<file path="src/rtl/dircc_processing_mem_msg_dma.sv">
// Message DMA for port 2 of the node processing memory: a TX channel that streams
// memory words out and an RX channel that commits stream words into memory.
module dircc_processing_mem_msg_dma #(
    parameter int ADDR_W = 15,
    parameter int LEN_W  = 8
) (
    input  logic              clk,
    input  logic              reset,
    input  logic              tx_start,
    input  logic [ADDR_W-1:0] tx_base,
    input  logic [LEN_W-1:0]  tx_len,
    output logic              tx_busy,
    output logic              tx_done,
    output logic [15:0]       tx_data,
    output logic              tx_valid,
    input  logic              tx_ready,
    input  logic              rx_arm,
    input  logic [ADDR_W-1:0] rx_base,
    input  logic [LEN_W-1:0]  rx_len,
    input  logic [15:0]       rx_data,
    input  logic              rx_last,
    input  logic              rx_valid,
    output logic              rx_ready,
    output logic              rx_busy,
    output logic              rx_done,
    output logic [LEN_W-1:0]  rx_count,
    output logic              rx_overflow,
    output logic [ADDR_W-1:0] mem_address,
    output logic              mem_chipselect,
    output logic              mem_write,
    output logic [15:0]       mem_writedata,
    output logic [1:0]        mem_byteenable,
    output logic              mem_clken,
    input  logic [15:0]       mem_readdata
);
    typedef enum logic [2:0] {
        TX_IDLE, TX_ISSUE, TX_CAPTURE, TX_PRESENT, TX_DONE
    } tx_state_t;

    tx_state_t         r_tx_state;
    logic [ADDR_W-1:0] r_tx_base;
    logic [LEN_W-1:0]  r_tx_len;
    logic [LEN_W-1:0]  r_tx_off;
    logic              r_tx_busy;
    logic              r_tx_done;
    logic [15:0]       r_tx_data;
    logic              r_tx_valid;

    logic [ADDR_W-1:0] r_rx_base;
    logic [LEN_W-1:0]  r_rx_len;
    logic [LEN_W-1:0]  r_rx_count;
    logic              r_rx_busy;
    logic              r_rx_done;
    logic              r_rx_overflow;
    logic              r_buf_full;
    logic [15:0]       r_buf_data;
    logic              r_buf_last;

    logic              r_prio_tx;

    logic              w_tx_req;
    logic              w_rx_req;
    logic              w_grant_tx;
    logic              w_grant_rx;
    logic              w_rx_hs;
    logic [LEN_W-1:0]  w_tx_off_inc;

    assign w_tx_req     = (r_tx_state == TX_ISSUE) && (r_tx_len != '0);
    assign w_rx_req     = r_buf_full;
    // Round-robin: on contention the channel not served last time wins.
    assign w_grant_tx   = w_tx_req && (!w_rx_req || r_prio_tx);
    assign w_grant_rx   = w_rx_req && (!w_tx_req || !r_prio_tx);
    assign w_rx_hs      = rx_valid && rx_ready;
    assign w_tx_off_inc = r_tx_off + LEN_W'(1);

    always_ff @(posedge clk) begin
        if (reset) begin
            r_prio_tx <= 1'b0;
        end else if (w_grant_tx) begin
            r_prio_tx <= 1'b0;
        end else if (w_grant_rx) begin
            r_prio_tx <= 1'b1;
        end
    end

    always_ff @(posedge clk) begin
        if (reset) begin
            r_tx_state <= TX_IDLE;
            r_tx_base  <= '0;
            r_tx_len   <= '0;
            r_tx_off   <= '0;
            r_tx_busy  <= 1'b0;
            r_tx_done  <= 1'b0;
            r_tx_data  <= '0;
            r_tx_valid <= 1'b0;
        end else begin
            r_tx_done <= 1'b0;
            case (r_tx_state)
                TX_IDLE: begin
                    if (tx_start) begin
                        r_tx_base  <= tx_base;
                        r_tx_len   <= tx_len;
                        r_tx_off   <= '0;
                        r_tx_busy  <= 1'b1;
                        r_tx_state <= TX_ISSUE;
                    end
                end
                TX_ISSUE: begin
                    // Empty message finishes here without ever requesting the port.
                    if (r_tx_len == '0) begin
                        r_tx_busy  <= 1'b0;
                        r_tx_done  <= 1'b1;
                        r_tx_state <= TX_DONE;
                    end else if (w_grant_tx) begin
                        r_tx_state <= TX_CAPTURE;
                    end
                end
                TX_CAPTURE: begin
                    r_tx_data  <= mem_readdata;
                    r_tx_valid <= 1'b1;
                    r_tx_state <= TX_PRESENT;
                end
                TX_PRESENT: begin
                    if (tx_ready) begin
                        r_tx_valid <= 1'b0;
                        r_tx_off   <= w_tx_off_inc;
                        if (w_tx_off_inc < r_tx_len) begin
                            r_tx_state <= TX_ISSUE;
                        end else begin
                            r_tx_busy  <= 1'b0;
                            r_tx_done  <= 1'b1;
                            r_tx_state <= TX_DONE;
                        end
                    end
                end
                default: r_tx_state <= TX_IDLE;
            endcase
        end
    end

    always_ff @(posedge clk) begin
        if (reset) begin
            r_rx_base     <= '0;
            r_rx_len      <= '0;
            r_rx_count    <= '0;
            r_rx_busy     <= 1'b0;
            r_rx_done     <= 1'b0;
            r_rx_overflow <= 1'b0;
            r_buf_full    <= 1'b0;
            r_buf_data    <= '0;
            r_buf_last    <= 1'b0;
        end else begin
            r_rx_done <= 1'b0;
            if (!r_rx_busy) begin
                if (rx_arm) begin
                    r_rx_base     <= rx_base;
                    r_rx_len      <= rx_len;
                    r_rx_count    <= '0;
                    r_rx_overflow <= 1'b0;
                    r_rx_busy     <= 1'b1;
                end
            end else begin
                if (w_grant_rx) begin
                    r_buf_full <= 1'b0;
                    r_rx_count <= r_rx_count + LEN_W'(1);
                    if (r_buf_last) begin
                        r_rx_busy <= 1'b0;
                        r_rx_done <= 1'b1;
                    end
                end
                // Handshake only happens with an empty buffer, so r_rx_count is current.
                if (w_rx_hs) begin
                    if (r_rx_count == r_rx_len) begin
                        r_rx_overflow <= 1'b1;
                        if (rx_last) begin
                            r_rx_busy <= 1'b0;
                            r_rx_done <= 1'b1;
                        end
                    end else begin
                        r_buf_full <= 1'b1;
                        r_buf_data <= rx_data;
                        r_buf_last <= rx_last;
                    end
                end
            end
        end
    end

    assign tx_busy        = r_tx_busy;
    assign tx_done        = r_tx_done;
    assign tx_data        = r_tx_data;
    assign tx_valid       = r_tx_valid;
    assign rx_ready       = r_rx_busy && !r_buf_full;
    assign rx_busy        = r_rx_busy;
    assign rx_done        = r_rx_done;
    assign rx_count       = r_rx_count;
    assign rx_overflow    = r_rx_overflow;
    assign mem_chipselect = w_grant_tx || w_grant_rx;
    assign mem_write      = w_grant_rx;
    assign mem_address    = w_grant_tx ? (r_tx_base + ADDR_W'(r_tx_off)) :
                            w_grant_rx ? (r_rx_base + ADDR_W'(r_rx_count)) : '0;
    assign mem_writedata  = w_grant_rx ? r_buf_data : '0;
    assign mem_byteenable = 2'b11;
    assign mem_clken      = 1'b1;
endmodule
</file>
<file path="config.mk">
export PLATFORM = sky130hd
export DESIGN_NAME = dircc_processing_mem_msg_dma
export DESIGN_NICKNAME = d
export VERILOG_FILES = /design/src/rtl/dircc_processing_mem_msg_dma.sv
export SDC_FILE = /design/constraint.sdc
export NUM_CORES = 1
export LEC_CHECK = 0
export CAP_MARGIN = 5
export CORE_MARGIN = 4
export CORE_UTILIZATION = 50
export DETAILED_ROUTE_END_ITERATION = 10
export PLACE_DENSITY = 0.82
export SLEW_MARGIN = 20
export SYNTH_ARGS = -nofsm -noshare
export SYNTH_HDL_FRONTEND = slang
export SYNTH_SLANG_ARGS = --single-unit
</file>
<file path="constraint.sdc">
create_clock -name clk -period 5.3 [get_ports clk]
set_clock_uncertainty 0.15 [all_clocks]
set_input_delay 1.06 -clock clk [delete_from_list [all_inputs] [get_ports clk]]
set_output_delay 1.06 -clock clk [all_outputs]
set_load 0.05 [all_outputs]
</file>
# Word level (Yosys, flattened, before mapping)
# Index checks and enable logic that the tools add are counted.
# classes
n_reduce_logical	29
eq_ne	12
order_cmp	1
mux	45
n_addsub	4
bitwise_logic	2
# op_table
operator	count
$mux 8	5
$add 15x8->15	2
$mux 15	2
$mux 1	27
$add 8x1->8 const B	2
$mux 16	1
$pmux 8 s2	1
$mux 3	5
$pmux 3 s4	1
$reduce_and 3->1	4
$eq 8x8->1	1
$logic_not 8->1	1
$lt 8x8->1	1
$ne 2x1->1 const B	4
$reduce_and 2->1	4
$reduce_bool 8->1	1
$eq 3x2->1 const B	2
$ne 2x2->1 const B	3
$reduce_bool 2->1	3
$logic_and 1x1->1	5
$reduce_and 5->1	1
$pmux 1 s2	2
$reduce_or 2->1	2
$eq 3x1->1 const B	1
7 further kinds	12
# word_totals
in_bits	85
ff_bits	106
word_cells	111

# Longest topological paths before layout
# Gate-level depths: netlist (run 1).
# depth
depth_word	10
mapped_depth	10

# Least setup slack after synthesis (run 1)
# No wires, ideal clock.
# synth_path
path_kind	register to output
from	register r_tx_off[0]
to	output port mem_address[12]
path_stages_with_launch	8
n_path_buf	0
arrival_time_ns	3.132
setup_slack_ns	0.958
path_cell_list	dfxtp_1 -> ha_1 -> inv_1 -> fa_1 -> nor2b_1 -> o2111ai_1 -> a31oi_1 -> o311ai_0
# synth_between
elab_chain_len	2
# synth_lines
element	line	text
start: declaration	43	logic [LEN_W-1:0] r_tx_off;
start signal: assignment	126	r_tx_off <= w_tx_off_inc;
$add 15x8->15	200	assign mem_address = w_grant_tx ? (r_tx_base + ADDR_W'(r_tx_off)) :
$mux 15	200	
end: declaration	28	output logic [ADDR_W-1:0] mem_address,
# No other way between the ends.

# Final worst setup path (run 1)
# layout_path
from	register r_rx_count[0], in the netlist rx_count[0]
to	output port mem_address[12]
# layout_between
elab_chain_len	3
# layout_lines
element	line	text
start: declaration	51	logic [LEN_W-1:0] r_rx_count;
start signal: assignment	165	r_rx_count <= r_rx_count + LEN_W'(1);
$add 15x8->15	201	w_grant_rx ? (r_rx_base + ADDR_W'(r_rx_count)) : '0;
$mux 15	201	
$mux 15	200	
# No other way between the ends.

==> impl_metrics.csv, run 1 <==
group,metric,value,unit
floorplanning,io_pins,152,
floorplanning,die_h,114,µm
timing,fin_crit,4.60,ns
setup_path,r2r_start,"r_tx_off[2]",
logic_synthesis,syn_inst,711,
clock_network,cts_buffers,9,
global_routing,globalRouteTotalUtil,23.5,%
setup_path,crit_family,"compound AO/OA/AOI/OAI gates",
clock_network,cts_max_level,3,
clock_network,clock_sinks,106,
cells_and_area,fin_nets,947,
clock_network,cts_tree,"done",
cells_and_area,n_fill_cell,914,
setup_path,slowest_stage,"clkdlybuf4s50_1",
route,vias,5456,
clock_network,clkTransAtPathRegs,0.07,ns
floorplanning,fp.dieW,114,µm
flow_run,drv_cap,0,
setup_path,crit_start,"rx_count[0]",
cells_and_area,multi_input_area,3290,µm²
setup_path,path_max_fanout,7,
power,p_leak,2.90,nW
place,gp_congestion,0.843,
timing,max_freq,217,MHz
setup_path,rr_worst_depth,8,
route,wl,15300,µm
logic_synthesis,syn_area,5630,µm²
setup_path,worstSetupPathType,"flip-flop to primary output",
power,vdd_drop_max,0.208,mV
timing,fin_setup_tns,0,ns
setup_path,r2r_end,"tx_busy",
timing,setup-violations-final,0,
setup_path,crit_chain,"ha_1, fa_1, a211oi_1, o21bai_1, and4_2, nor3_1, o311ai_0, clkdlybuf4s50_1",
route,drtPass1Iterations,5,
route,viasPerCell,5.57,
setup_path,r2r_setup_slack,2.38,ns
logic_synthesis,async_flop_share,0,%
cells_and_area,drive_gt1_share,4.40,%
min_path,min_path_type,"flip-flop to flip-flop",
place,io_buffers,148,
logic_synthesis,syn_area_per_cell,7.92,µm²
place,dp_hpwl,11200,µm
cells_and_area,antennaDiodeCount,0,
setup_path,cp.arrival,3.39,ns
logic_synthesis,ys_ff_latch,106,
global_routing,grt_max_degree,110,
clock_network,clk-insertion-delay-late,0.34,ns
floorplanning,start_util,51.5,%
logic_synthesis,synth_edf_count,0,
clock_network,cts_buffer_depth,2,
clock_network,cts_resized,0,
floorplanning,core,10900,µm²
timing,tightest_slew,1.01,ns
timing,slew_violations,0,
logic_synthesis,ys.flop_type,"dfxtp_1",
clock_network,root_buffer,"clkbuf_16",
min_path,min_from,"tx_data[1]",
setup_path,crit_cells,8,
timing,rsz0062_at_grt,"false",
cells_and_area,areaGrowthSynthToFinish,32.9,%
setup_path,slowest_delay,0.74,ns
route,drc,0,
timing,fin_crit_sh,86.8,%
logic_synthesis,yosysSeqAreaShare,37.7,%
floorplanning,die_area,13000,µm²
route,antenna_left,0,
setup_path,start_kind,"flip-flop",
setup_path,worst-path-buf-inv,1,
cells_and_area,regArea,2120,µm²
route,wire_per_inst,15.6,µm
clock_network,post-cts-setup-buffers,0,
global_routing,grt_first_pass_wirelength,25100,µm
global_routing,antenna_found_initial,0,
floorplanning,core.rowCount,38,
route,first_iter_violations,416,
setup_path,end_kind,"primary output",
global_routing,grt_overflow,0,
timing,finalHoldViolations,0,
timing,fin_hold_ws,0.304,ns
status,status,"finished, final reports clean",
logic_synthesis,synth_cell_types,64,
setup_path,crit_end,"mem_address[12]",
clock_network,ctsHoldBuffers,0,
power,power_density,265,nW/µm²
logic_synthesis,ys_warn_count,0,
timing,slew_headroom,32.0,%
setup_path,critPathRequiredTime,4.09,ns
global_routing,grt_pass1_vias,5428,
==> cells by family after synthesis <==
logic type	share of synthesized area [%]
and+or+nand+nor	25.1
AOI/OAI and AO/OA	17.2
DFF	37.7
buffers and inverters	4.38
xor gates and xnor gates	5.44
adders and majority gates	6.27
muxes	3.87
other	0.0666
==> layout make-up <==
class | instances | area share (%)
Tap cell | 140 | 2.34
Sequential cell | 106 | 28.4
Clock inverter | 6 | 0.870
Timing Repair Buffer | 155 | 20.7
Inverter | 14 | 0.702
Clock buffer | 10 | 3.06
Multi-Input combinational cell | 549 | 43.9
==> flip-flops by register name, indices dropped and copies added, names as in the netlist, 3 cells and up <==
signal and cells:
r_buf_data 16, tx_data 16, r_rx_base 15, r_tx_base 15, r_rx_len 8, r_tx_len 8
r_tx_off 8, rx_count 8, r_tx_state 3
==> routing by layer <==
layer	GRT usage, %	wire length (µm)
met2	41.0	7600
met5	0	0
met1	27.2	6120
met3	8.51	1280
met4	6.10	262
==> worst min-delay path, cell delays in order (launching register included) <==
cell and delay, ns:
dfxtp_1 0.31, nand2_1 0.05, a21oi_1 0.05
==> per-stage QoR <==
stage | total power [mW] | cell area (µm²) | utilization, % | worst slack [ns] | std cells
after floorplan | 1.17 | 5640 | - | 0.958 | 713
after global placement | 1.32 | 7150 | 65.4 | 1.22 | 963
after detailed placement | 1.33 | 7160 | 65.5 | 1.11 | 963
after CTS | 1.99 | 7450 | 68.2 | 0.715 | 979
after global routing | 2.07 | 7480 | 68.4 | 0.521 | 980
final | 1.98 | 7480 | 68.4 | 0.699 | 980
==> report_power, final <==
part           internal [mW]  switching [mW]  total [mW]
Combinational          0.178           0.251       0.429
Clock                  0.368           0.295       0.663
Sequential             0.845          0.0433       0.888
==> layout by cell type (no fill, tap or decap), types with 4 or more instances in the layout <==
cell               n
nor4_1             5
mux2i_1           18
xor2_1            28
a21o_1             6
nand3_1           18
and3_1            22
o22ai_1           10
nand2_1          155
nor2_1            46
xnor2_1            7
a31oi_1            4
ha_1              25
nor3_1             5
buf_4              7
a211oi_1           6
and2_1             4
o211ai_1           6
dfxtp_1          106
o21ai_0           10
a21oi_1           86
nand4_1            9
clkbuf_16          9
clkdlybuf4s50_1  147
nand2b_1           7
inv_1             14
nor2b_1           12
==> how the worst min path moves through the flow <==
| stage | end | slack (ns) | cells past startpoint |
|---|---|---|---|
| after floorplan | r_rx_base[14] | 0.29 | 2 |
| after global placement | tx_data[7] | 0.29 | 2 |
| after detailed placement | tx_data[1] | 0.30 | 2 |
| after CTS | tx_data[1] | 0.31 | 2 |
| after global routing | r_rx_base[14] | 0.33 | 2 |
| final | tx_data[1] | 0.30 | 2 |
==> cells in the mapped netlist (3+ instances only) <==
library cell | instances | area [µm²]
nand2_1 | 155 | 582
dfxtp_1 | 106 | 2120
a21oi_1 | 86 | 430
nor2_1 | 46 | 173
clkbuf_1 | 33 | 124
xor2_1 | 28 | 245
ha_1 | 25 | 313
and3_1 | 22 | 138
mux2i_1 | 18 | 180
nand3_1 | 18 | 90.1
inv_1 | 14 | 52.6
nor2b_1 | 12 | 75.1
o21ai_0 | 10 | 50.1
o22ai_1 | 10 | 62.6
nand4_1 | 9 | 56.3
nand2b_1 | 7 | 43.8
xnor2_1 | 7 | 61.3
a211oi_1 | 6 | 45.0
a21o_1 | 6 | 45.0
nor3_1 | 6 | 30.0
o211ai_1 | 6 | 45.0
nor4_1 | 5 | 31.3
a21boi_0 | 4 | 30.0
a31oi_1 | 4 | 25.0
and2_1 | 4 | 25.0
buf_2 | 4 | 20.0
buf_4 | 4 | 30.0
a22oi_1 | 3 | 22.5
o21bai_1 | 3 | 22.5
o41ai_1 | 3 | 26.3
or2_2 | 3 | 18.8
or3_1 | 3 | 18.8
Note: power is estimated with default switching activity, not from simulation.
==> run 2: changes to the inputs <==
--- a/config.mk
+++ b/config.mk
@@ -6,10 +6,12 @@
 export NUM_CORES = 1
 export LEC_CHECK = 0
 export CAP_MARGIN = 5
-export CORE_MARGIN = 4
+export CORE_MARGIN = 2
 export CORE_UTILIZATION = 50
 export DETAILED_ROUTE_END_ITERATION = 10
+export MAX_ROUTING_LAYER = met4
 export PLACE_DENSITY = 0.82
+export RECOVER_POWER = 50
 export SLEW_MARGIN = 20
 export SYNTH_ARGS = -nofsm -noshare
 export SYNTH_HDL_FRONTEND = slang
==> impl_metrics.csv, run 2 (synthesis gave the netlist of run 1 again) <==
group,metric,value,unit
timing,slew_headroom,-118,%
place,io_buffers,148,
cells_and_area,areaGrowthSynthToFinish,32.4,%
cells_and_area,final_cells,979,
setup_path,r2r_end,"r_buf_data[3]",
route,vias,5446,
setup_path,start_kind,"flip-flop",
floorplanning,die_h,110,µm
cells_and_area,antennaDiodeCount,0,
power,p_seq_share,45.1,%
global_routing,grt_overflow,0,
route,wl,15100,µm
timing,setup-violations-final,0,
power,p_leak,2.88,nW
global_routing,grt_first_pass_wirelength,24400,µm
setup_path,r2r_setup_slack,1.09,ns
clock_network,cts_max_level,3,
min_path,min_path_type,"flip-flop to flip-flop",
floorplanning,start_util,51.5,%
setup_path,critPathRequiredTime,4.09,ns
power,p_switching,0.600,mW
timing,finalHoldViolations,0,
clock_network,root_buffer,"clkbuf_16",
status,violations,"capacitance limit, slew limit",
flow_run,drv_cap,2,
cells_and_area,final_common_cell,"nand2_1",
setup_path,rr_worst_depth,5,
cells_and_area,n_fill_cell,934,
power,vdd_drop_max,0.250,mV
timing,fin_setup_tns,0,ns
timing,fin_crit,4.61,ns
route,first_iter_violations,253,
place,dp_hpwl,10900,µm
cells_and_area,fin_nets,946,
clock_network,cts_tree,"done",
global_routing,globalRouteTotalUtil,26.1,%
power,comb_power_share,21.7,%
power,power_density,264,nW/µm²
floorplanning,die_area,12100,µm²
timing,fin_crit_sh,87.0,%
clock_network,clk-insertion-delay-late,0.36,ns
place,gp_congestion,0.883,
floorplanning,io_pins,152,
floorplanning,core.rowCount,38,
route,drtPass1Iterations,4,
clock_network,post-cts-setup-buffers,0,
clock_network,cts_resized,0,
clock_network,cts_buffers,9,
global_routing,grt_pass1_vias,5398,
min_path,min_from,"tx_data[3]",
timing,slew_violations,60,
clock_network,ctsHoldBuffers,0,
route,antenna_left,0,
route,viasPerCell,5.56,
floorplanning,fp.dieW,110,µm
cells_and_area,drive_gt1_share,4.05,%
route,wire_per_inst,15.4,µm
floorplanning,core,10900,µm²
timing,rsz0062_at_grt,"false",
power,p_sw_share,30.4,%
route,drc,0,
setup_path,path_max_fanout,6,
place,dp_cells,961,
cells_and_area,layout_common_cells,"nand2_1, clkdlybuf4s50_1, dfxtp_1, a21oi_1, nor2_1",
setup_path,worstSetupPathType,"flip-flop to primary output",
timing,tightest_slew,3.24,ns
global_routing,antenna_found_initial,0,
status,status,"finished, violations left",
min_path,hold_end,"tx_data[3]",
setup_path,cp.arrival,3.40,ns
power,internal_power,1.37,mW
clock_network,clock_sinks,106,
setup_path,end_kind,"primary output",
clock_network,cts_buffer_depth,2,
setup_path,r2r_start,"rx_busy",
global_routing,grt_max_degree,110,
clock_network,clkTransAtPathRegs,0.07,ns
power,p_clk_share,33.2,%
min_path,worst_hold_path.num_cells,2,
timing,max_freq,217,MHz
-- run 2: power by group through the flow --
stage | registers [mW] | clock network (mW) | logic, mW
global route | 0.896 | 0.696 | 0.463
finish | 0.889 | 0.654 | 0.427
global placement | 0.903 | 0 | 0.413
floorplan | 0.932 | 0 | 0.239
detailed placement | 0.906 | 0 | 0.423
CTS | 0.888 | 0.669 | 0.426
-- run 2: worst max-delay path by stage --
stage / start / to
CTS: r_tx_off[0] / mem_address[12]
global route: rx_valid / r_buf_data[3]
global placement: r_tx_len[4] / mem_address[12]
floorplan: r_tx_off[0] / mem_address[12]
detailed placement: r_tx_len[4] / mem_address[12]
finish: r_tx_off[0] / mem_address[12]
-- run 2: stage by stage --
stage | hold slack (ns) | util (%) | total power, mW | cell area, µm² | setup WS [ns]
after floorplan | 0.286 | - | 1.17 | 5640 | 0.958
after global placement | 0.292 | 65.3 | 1.32 | 7140 | 1.10
after detailed placement | 0.300 | 65.3 | 1.33 | 7150 | 1.07
after CTS | 0.311 | 68.0 | 1.98 | 7440 | 0.679
after global routing | 0.333 | 68.2 | 2.05 | 7450 | 0.449
final | 0.310 | 68.2 | 1.97 | 7450 | 0.690
-- run 2: final cells by class --
class | instances | area [µm²] | area share, %
Multi-Input combinational cell | 549 | 3280 | 43.9
Clock buffer | 12 | 256 | 3.44
Timing Repair Buffer | 154 | 1540 | 20.6
Inverter | 14 | 52.6 | 0.705
Clock inverter | 4 | 35.0 | 0.470
Tap cell | 140 | 175 | 2.35
Sequential cell | 106 | 2120 | 28.5
-- run 2: critical path, stage by stage, from the launching register on --
cell and delay [ns]:
dfxtp_1 0.43, ha_1 0.23, inv_1 0.06, fa_1 0.42, nor2b_1 0.18, o2111ai_1 0.17
a31oi_1 0.39, nand4_1 0.14, o311ai_0 0.14, clkdlybuf4s50_1 0.88
-- run 2: layer usage --
metal | global-route usage, % | wire, µm | vias to the layer above
met5 | - | 0 | -
met4 | 10.1 | 293 | 0
met3 | 6.17 | 937 | 22
met2 | 43.5 | 7390 | 163
met1 | 30.5 | 6440 | 2552
li1 | - | - | 2709
